<file path="src/rtl/fetch_pkg.sv">
// Shared types and constants for the byte-serial instruction fetch unit.
package fetch_pkg;

    localparam int unsigned FETCH_WORD_BYTES = 4;
    localparam logic [31:0] DEFAULT_RESET_PC = 32'h0000_0000;

    typedef enum logic [1:0] {
        FETCH = 2'd0,
        STALL = 2'd1,
        HALT  = 2'd2
    } fetch_state_e;

    typedef struct packed {
        logic [31:0] pc;
        logic [31:0] word;
    } fetch_entry_t;

endpackage

</file>
<file path="src/rtl/fetch_queue.sv">
// Circular instruction queue with wrapping pointers, occupancy count and flush.
// A push into a full queue is accepted only when a pop frees an entry on the same edge.
module fetch_queue
    import fetch_pkg::*;
#(
    parameter int unsigned DEPTH = 2
) (
    input  logic                 clk,
    input  logic                 rst,
    input  logic                 flush,
    input  logic                 push,
    input  fetch_entry_t         push_entry,
    input  logic                 pop,
    output logic                 head_valid,
    output fetch_entry_t         head_entry,
    output logic [$clog2(DEPTH):0] count
);

    localparam int unsigned PTR_W = $clog2(DEPTH);

    fetch_entry_t     mem_q [DEPTH];
    logic [PTR_W-1:0] rd_ptr_q, rd_ptr_d;
    logic [PTR_W-1:0] wr_ptr_q, wr_ptr_d;
    logic [PTR_W:0]   count_q, count_d;
    logic             do_push, do_pop;

    always_comb begin
        // NOTE: every variable gets a default before any branch, so no path leaves one unassigned and infers a latch.
        rd_ptr_d = rd_ptr_q;
        wr_ptr_d = wr_ptr_q;
        count_d  = count_q;
        do_pop   = pop && (count_q != '0);
        do_push  = push && ((count_q != (PTR_W+1)'(DEPTH)) || do_pop);
        if (flush) begin
            rd_ptr_d = '0;
            wr_ptr_d = '0;
            count_d  = '0;
        end else begin
            if (do_pop)  rd_ptr_d = rd_ptr_q + PTR_W'(1);
            if (do_push) wr_ptr_d = wr_ptr_q + PTR_W'(1);
            case ({do_push, do_pop})
                2'b10:   count_d = count_q + (PTR_W+1)'(1);
                2'b01:   count_d = count_q - (PTR_W+1)'(1);
                default: count_d = count_q;
            endcase
        end
    end

    // NOTE: data storage has no reset; the occupancy count alone decides which entries are meaningful.
    always_ff @(posedge clk) begin
        if (do_push && !flush) mem_q[wr_ptr_q] <= push_entry;
    end

    always_ff @(posedge clk or negedge rst) begin
        // NOTE: sequential state uses non-blocking assignments so every flop samples pre-edge values.
        if (!rst) begin
            rd_ptr_q <= '0;
            wr_ptr_q <= '0;
            count_q  <= '0;
        end else begin
            rd_ptr_q <= rd_ptr_d;
            wr_ptr_q <= wr_ptr_d;
            count_q  <= count_d;
        end
    end

    // Empty head reads as zero so uninitialised storage never reaches the consumer.
    assign head_valid = (count_q != '0);
    assign head_entry = head_valid ? mem_q[rd_ptr_q] : '0;
    assign count      = count_q;

endmodule

</file>
<file path="src/rtl/fetch_unit.sv">
// Byte-serial instruction fetch: four byte reads per word, assembled little-endian into a queue.
// Define FETCH_ALIGN_CHECK_EN to halt on a misaligned redirect target.
module fetch_unit
    import fetch_pkg::*;
#(
    parameter int unsigned DEPTH    = 2,
    parameter logic [31:0] RESET_PC = DEFAULT_RESET_PC
) (
    input  logic        clk,
    input  logic        rst,
    output logic        mem_req,
    output logic [31:0] mem_addr,
    input  logic [7:0]  mem_rdata,
    input  logic        redirect_valid,
    input  logic [31:0] redirect_pc,
    output logic        instr_valid,
    input  logic        instr_ready,
    output logic [31:0] instr,
    output logic [31:0] instr_pc,
    output logic        misaligned
);

    localparam int unsigned CNT_W     = $clog2(DEPTH) + 1;
    localparam logic [1:0]  LAST_BYTE = 2'(FETCH_WORD_BYTES - 1);

    fetch_state_e     state_q, state_d;
    logic [1:0]       cnt_q, cnt_d;
    logic [31:0]      pc_q, pc_d;
    logic             mem_req_q, mem_req_d;
    logic [31:0]      mem_addr_q, mem_addr_d;
    logic [1:0]       req_k_q, req_k_d;
    logic [31:0]      req_base_q, req_base_d;
    logic             rsp_pending_q, rsp_pending_d;
    logic [1:0]       rsp_k_q, rsp_k_d;
    logic [31:0]      rsp_base_q, rsp_base_d;
    logic [23:0]      asm_q, asm_d;
    logic [CNT_W-1:0] inflight_q, inflight_d;
    logic             misaligned_q, misaligned_d;

    logic             redirect_take, redirect_bad;
    logic             q_push, q_pop, q_valid, has_space, issue;
    logic [1:0]       issue_k;
    logic [31:0]      issue_base;
    logic [CNT_W-1:0] q_count;
    logic [CNT_W:0]   words_used;
    fetch_entry_t     push_entry, head_entry;

`ifdef FETCH_ALIGN_CHECK_EN
    assign redirect_bad = (redirect_pc[1:0] != 2'b00);
`else
    assign redirect_bad = 1'b0;
`endif

    // A push moves a word from in-flight to queued, so it never changes the total held.
    always_comb begin
        redirect_take = redirect_valid && (state_q != HALT);
        q_pop         = q_valid && instr_ready && !redirect_take;
        q_push        = rsp_pending_q && (rsp_k_q == LAST_BYTE) && !redirect_take;
        push_entry    = '{pc: rsp_base_q, word: {mem_rdata, asm_q}};
        words_used    = (CNT_W+1)'(q_count) + (CNT_W+1)'(inflight_q) - (CNT_W+1)'(q_pop);
        has_space     = words_used < (CNT_W+1)'(DEPTH);
    end

    always_comb begin
        state_d       = state_q;
        cnt_d         = cnt_q;
        pc_d          = pc_q;
        mem_req_d     = 1'b0;
        mem_addr_d    = mem_addr_q;
        req_k_d       = req_k_q;
        req_base_d    = req_base_q;
        rsp_pending_d = mem_req_q;
        rsp_k_d       = req_k_q;
        rsp_base_d    = req_base_q;
        asm_d         = asm_q;
        misaligned_d  = misaligned_q;
        inflight_d    = q_push ? inflight_q - CNT_W'(1) : inflight_q;
        issue         = 1'b0;
        issue_k       = 2'd0;
        issue_base    = pc_q;

        if (rsp_pending_q && (rsp_k_q != LAST_BYTE)) asm_d[{rsp_k_q, 3'b000} +: 8] = mem_rdata;

        if (state_q == HALT) begin
            rsp_pending_d = 1'b0;
        end else if (redirect_take) begin
            // The byte returning next cycle belongs to the abandoned stream.
            rsp_pending_d = 1'b0;
            cnt_d         = 2'd0;
            inflight_d    = '0;
            if (redirect_bad) begin
                state_d      = HALT;
                misaligned_d = 1'b1;
            end else begin
                state_d    = FETCH;
                pc_d       = redirect_pc;
                issue      = 1'b1;
                issue_base = redirect_pc;
                cnt_d      = 2'd1;
                inflight_d = CNT_W'(1);
            end
        end else if ((state_q == FETCH) && (cnt_q != 2'd0)) begin
            issue   = 1'b1;
            issue_k = cnt_q;
            cnt_d   = cnt_q + 2'd1;
            if (cnt_q == LAST_BYTE) pc_d = pc_q + 32'(FETCH_WORD_BYTES);
        end else if (has_space) begin
            state_d    = FETCH;
            issue      = 1'b1;
            cnt_d      = 2'd1;
            inflight_d = inflight_d + CNT_W'(1);
        end else begin
            state_d = STALL;
        end

        if (issue) begin
            mem_req_d  = 1'b1;
            mem_addr_d = issue_base + {30'd0, issue_k};
            req_k_d    = issue_k;
            req_base_d = issue_base;
        end
    end

    always_ff @(posedge clk or negedge rst) begin
        if (!rst) begin
            state_q       <= FETCH;
            cnt_q         <= 2'd0;
            pc_q          <= RESET_PC;
            mem_req_q     <= 1'b0;
            mem_addr_q    <= '0;
            req_k_q       <= 2'd0;
            req_base_q    <= '0;
            rsp_pending_q <= 1'b0;
            rsp_k_q       <= 2'd0;
            rsp_base_q    <= '0;
            asm_q         <= '0;
            inflight_q    <= '0;
            misaligned_q  <= 1'b0;
        end else begin
            state_q       <= state_d;
            cnt_q         <= cnt_d;
            pc_q          <= pc_d;
            mem_req_q     <= mem_req_d;
            mem_addr_q    <= mem_addr_d;
            req_k_q       <= req_k_d;
            req_base_q    <= req_base_d;
            rsp_pending_q <= rsp_pending_d;
            rsp_k_q       <= rsp_k_d;
            rsp_base_q    <= rsp_base_d;
            asm_q         <= asm_d;
            inflight_q    <= inflight_d;
            misaligned_q  <= misaligned_d;
        end
    end

    fetch_queue #(
        .DEPTH (DEPTH)
    ) u_queue (
        .clk        (clk),
        .rst        (rst),
        .flush      (redirect_take),
        .push       (q_push),
        .push_entry (push_entry),
        .pop        (q_pop),
        .head_valid (q_valid),
        .head_entry (head_entry),
        .count      (q_count)
    );

    assign mem_req     = mem_req_q;
    assign mem_addr    = mem_addr_q;
    assign instr_valid = q_valid;
    assign instr       = head_entry.word;
    assign instr_pc    = head_entry.pc;
    assign misaligned  = misaligned_q;

endmodule

</file>
<file path="config.mk">
export PLATFORM = sky130hd
export DESIGN_NAME = fetch_unit
export DESIGN_NICKNAME = d
export VERILOG_FILES = /design/src/rtl/fetch_pkg.sv /design/src/rtl/fetch_queue.sv /design/src/rtl/fetch_unit.sv
export SDC_FILE = /design/constraint.sdc
export NUM_CORES = 1
export LEC_CHECK = 0
export BUFFER_PORTS_ARGS = -buffer_cell sky130_fd_sc_hd__buf_2
export CORE_ASPECT_RATIO = 1.25
export CORE_MARGIN = 2
export CORE_UTILIZATION = 41
export CTS_CLUSTER_SIZE = 12
export DETAILED_ROUTE_END_ITERATION = 10
export GPL_TIMING_DRIVEN = 0
export HOLD_SLACK_MARGIN = 0.05
export PLACE_DENSITY_LB_ADDON = 0.1
export SLEW_MARGIN = 25
export SYNTH_ARGS = -nofsm -noshare
export SYNTH_HDL_FRONTEND = slang
export SYNTH_SLANG_ARGS = --single-unit
</file>
<file path="constraint.sdc">
create_clock -name clk -period 9.2 [get_ports clk]
set_input_delay 0.92 -clock clk [delete_from_list [all_inputs] [get_ports clk]]
set_output_delay 0.92 -clock clk [all_outputs]
set_load 0.02 [all_outputs]
</file>
==> impl_metrics.csv <==
group,metric,value,unit
status,status,"complete, no violations",
grt,grt_max_degree,62,
grt,grt_pass1_vias,8439,
timing,max_freq,0.176,GHz
floorplanning,floorplan.initialDensity,41.8,%
timing,slew_viol_final,0,
layout,final_cell_area,14900,um^2
synthesis,yosys.area.top_type,"dfrtp_1",
pwr,total_power,3.56,mW
synthesis,yosysUniqueCellTypes,65,
synthesis,ys_seq_area_share,63.8,%
grt,grt_pass1_wl,48600,um
floorplanning,design.die.area,32100,um^2
cts,cts-root-buf,"clkbuf_16",
layout,n_antenna_cell,0,
synthesis,ys.flop_type,"dfrtp_1",
route,routed_wl,31500,um
route,detail-route-antenna-nets,0,
cts,cts_tree,"built",
critical_path,end_kind,"flop",
cts,cts_buffer_depth,3,
cts,holdBufCountCts,0,
pwr,power.leakage,6.00,nW
route,post_drt_via_cell_ratio,5.16,
floorplanning,rows,71,
critical_path,critPathRequiredTime,9.59,ns
floorplanning,core_area,30100,um^2
synthesis,yosys_warnings,0,
critical_path,cp_data_arrival_time,6.06,ns
flow_run,drv_cap,0,
synthesis,synthTopCellsByArea,"dfrtp_1 33%, edfxtp_1 31%, mux2i_1 7.7%, nor2_1 4.4%, nand2_1 2.2%",
layout,final_cells,1632,
critical_path,crit_path_max_incr_delay,0.67,ns
critical_path,slowest_stage,"clkbuf_1",
place,dp_cells,1578,
pwr,switchingPower,1.05,mW
floorplanning,ioPinCount,143,
critical_path,critPathLaunchType,"input pin",
cts,cts.htree.levels,1,
synthesis,syn-num-nets,1077,
grt,antenna_found_initial,0,
synthesis,postSynthAreaPerCell,12.3,um^2
timing,worstMarginPinSlew,0.871,ns
route,drtIter0Drc,504,
cts,post_cts_resized,0,
layout,drive_gt1_share,19.0,%
pwr,swShare,29.5,%
timing,slew_headroom,41.4,%
layout,fill_cells,2693,
floorplanning,die_h,200,um
timing,rsz0062_at_grt,"false",
timing,fin_ws,3.53,ns
place,io_buffers,141,
cts,post-cts-setup-buffers,0,
timing,setup_tns,0,ns
synthesis,syn_area,12600,um^2
pwr,clock_power_share,31.7,%
pwr,combPwrFrac,17.9,%
place,pre_cts_ws,2.90,ns
timing,final-setup-viol-count,0,
place,place_congestion,0.936,
route,post_drt_wl_per_cell,19.3,um
timing,fin_crit_sh,61.6,%
pwr,p_per_area,239,nW/um^2
synthesis,ys_seq_elements,295,
pwr,ir_worst_vdd,0.112,mV
pwr,power_frac_seq,50.3,%
route,vias,8424,
cts,cts_inserted_buffers,30,
synthesis,synth-async-reset-ratio,56.6,%
synthesis,synth_cells,1019,
cts,clk_latency,0.55,ns
layout,synthToLayoutAreaGrowth,18.4,%
cts,cts.reportedPaths.clkPinSlew,0.06,ns
layout,final_util,49.5,%
critical_path,critPathKind,"input pin to flop",
timing,finalCriticalPeriod,5.67,ns
route,drc,0,
grt,overflow,0,
worst_hold_path,hold_path.class,"input pin to async pin",
route,dr.pass1.iters,5,
grt,grt_use_total,19.8,%
critical_path,critPathMaxFanout,10,
layout,nNetsFinal,1267,
place,placedInstanceArea,14000,um^2
cts,cts_sinks,295,
synthesis,synth_edf_count,128,
critical_path,crit_buf_inv,9,
pwr,p_int,2.51,mW
timing,clock_skew,0.00813,ns
floorplanning,die_w,161,um
synthesis,synth_top_area_share,33.2,%
timing,finalHoldViolCount,0,
place,hpwlAfterDp,23000,um
critical_path,crit_family,"buffers and inverters",
timing,whs,0.270,ns
critical_path,crit_chain,"buf_2 > buf_6 > buf_4 > buf_2 > buf_2 > clkbuf_1 > clkbuf_1 > nor2_1 > ha_1 > nand2b_1 > fa_1 > xor2_1 > a211oi_2 > inv_2 > clkbuf_1 > nor2_1 > a21oi_1",
-- sequential cells by signal, indices dropped and copies added, names as in the netlist, 24 cells and up --
name,cells
req_base_q,32
u_queue.mem_q,128
rsp_base_q,32
mem_addr,32
pc_q,32
asm_q,24
-- power by group through the flow --
stage                     logic (mW)  clock network, mW  registers (mW)
after floorplan                0.361                  0            1.83
after global placement         0.625                  0            1.81
after detailed placement       0.644                  0            1.82
after CTS                      0.649               1.16            1.79
after global routing           0.709               1.21            1.82
final                          0.639               1.13            1.79
-- cell usage after synthesis (8+ instances only) --
cell      instances
a21oi_1          55
a22o_1           25
and2_1            8
clkbuf_1         35
dfrtp_1         167
edfxtp_1        128
ha_1             12
inv_1            15
mux2i_1          97
nand2_1          75
nand2b_1          8
nand3_1          24
nand4_1          17
nor2_1          148
nor3_1           18
nor4_1           11
o21ai_0          23
o31ai_1           9
xnor2_1          24
xor2_1           13
-- layer usage --
layer	wire, um	global-route usage, %
met5	0	0
met4	934	6.54
met3	1340	2.50
met2	16200	36.5
met1	13000	24.2
-- final timing paths --
path / start / slack, ns / endpoint / cells past startpoint
worst max-delay path: redirect_valid / 3.53 / mem_addr[8] / 17
worst min-delay path: rst / 0.27 / pc_q[4] / 1
worst max register to register: u_queue.count[0] / 5.76 / mem_addr[8] / 13
worst min register to register: req_base_q[13] / 0.37 / rsp_base_q[13] / 0
max in group asynchronous: rst / 7.96 / rsp_base_q[25] / 3
min in group clk: req_base_q[13] / 0.37 / rsp_base_q[13] / 0
-- area by class of cell --
class | instances | area [um^2] | share of cell area [%]
Clock buffer | 48 | 870 | 5.84
Clock inverter | 6 | 33.8 | 0.227
Sequential cell | 295 | 8020 | 53.9
Buffer | 52 | 219 | 1.47
Timing Repair Buffer | 158 | 883 | 5.93
Tap cell | 401 | 502 | 3.37
Inverter | 16 | 60.1 | 0.403
Multi-Input combinational cell | 656 | 4310 | 28.9
-- logic make-up (layout without fill, tap and decap cells) --
group / count (synthesis) / in the layout / share of synthesized area [%]
compound gates: 154 / 154 / 8.54
xor+xnor: 37 / 37 / 2.58
fa+ha+maj: 14 / 14 / 1.51
buf+inv: 68 / 280 / 2.22
flops: 295 / 295 / 63.8
mux: 104 / 104 / 8.34
other cells: 1 / 1 / 0.0298
simple gates: 346 / 346 / 13.0
-- placed cells by master, fill, tap and decap left out, types with 4 or more instances in the layout --
master / instances
clkinv_2: 5
inv_1: 15
nand2b_1: 8
clkbuf_1: 49
nand4b_1: 5
nor3_1: 18
buf_1: 7
a311oi_1: 7
xnor2_1: 24
edfxtp_1: 128
and2_1: 7
nor2_1: 148
nand4_1: 17
o21ai_0: 23
nand2_1: 75
mux2i_1: 97
xor2_1: 13
dfrtp_1: 167
a21o_1: 4
and4_1: 4
nand3_1: 24
nor2b_1: 5
a21oi_1: 55
and3_1: 4
buf_2: 154
a22o_1: 25
o31ai_1: 9
buf_4: 8
nand3b_1: 6
ha_1: 12
mux2_2: 7
nor4_1: 8
o21a_1: 7
clkbuf_16: 31
(Power assumes the default switching activity.)
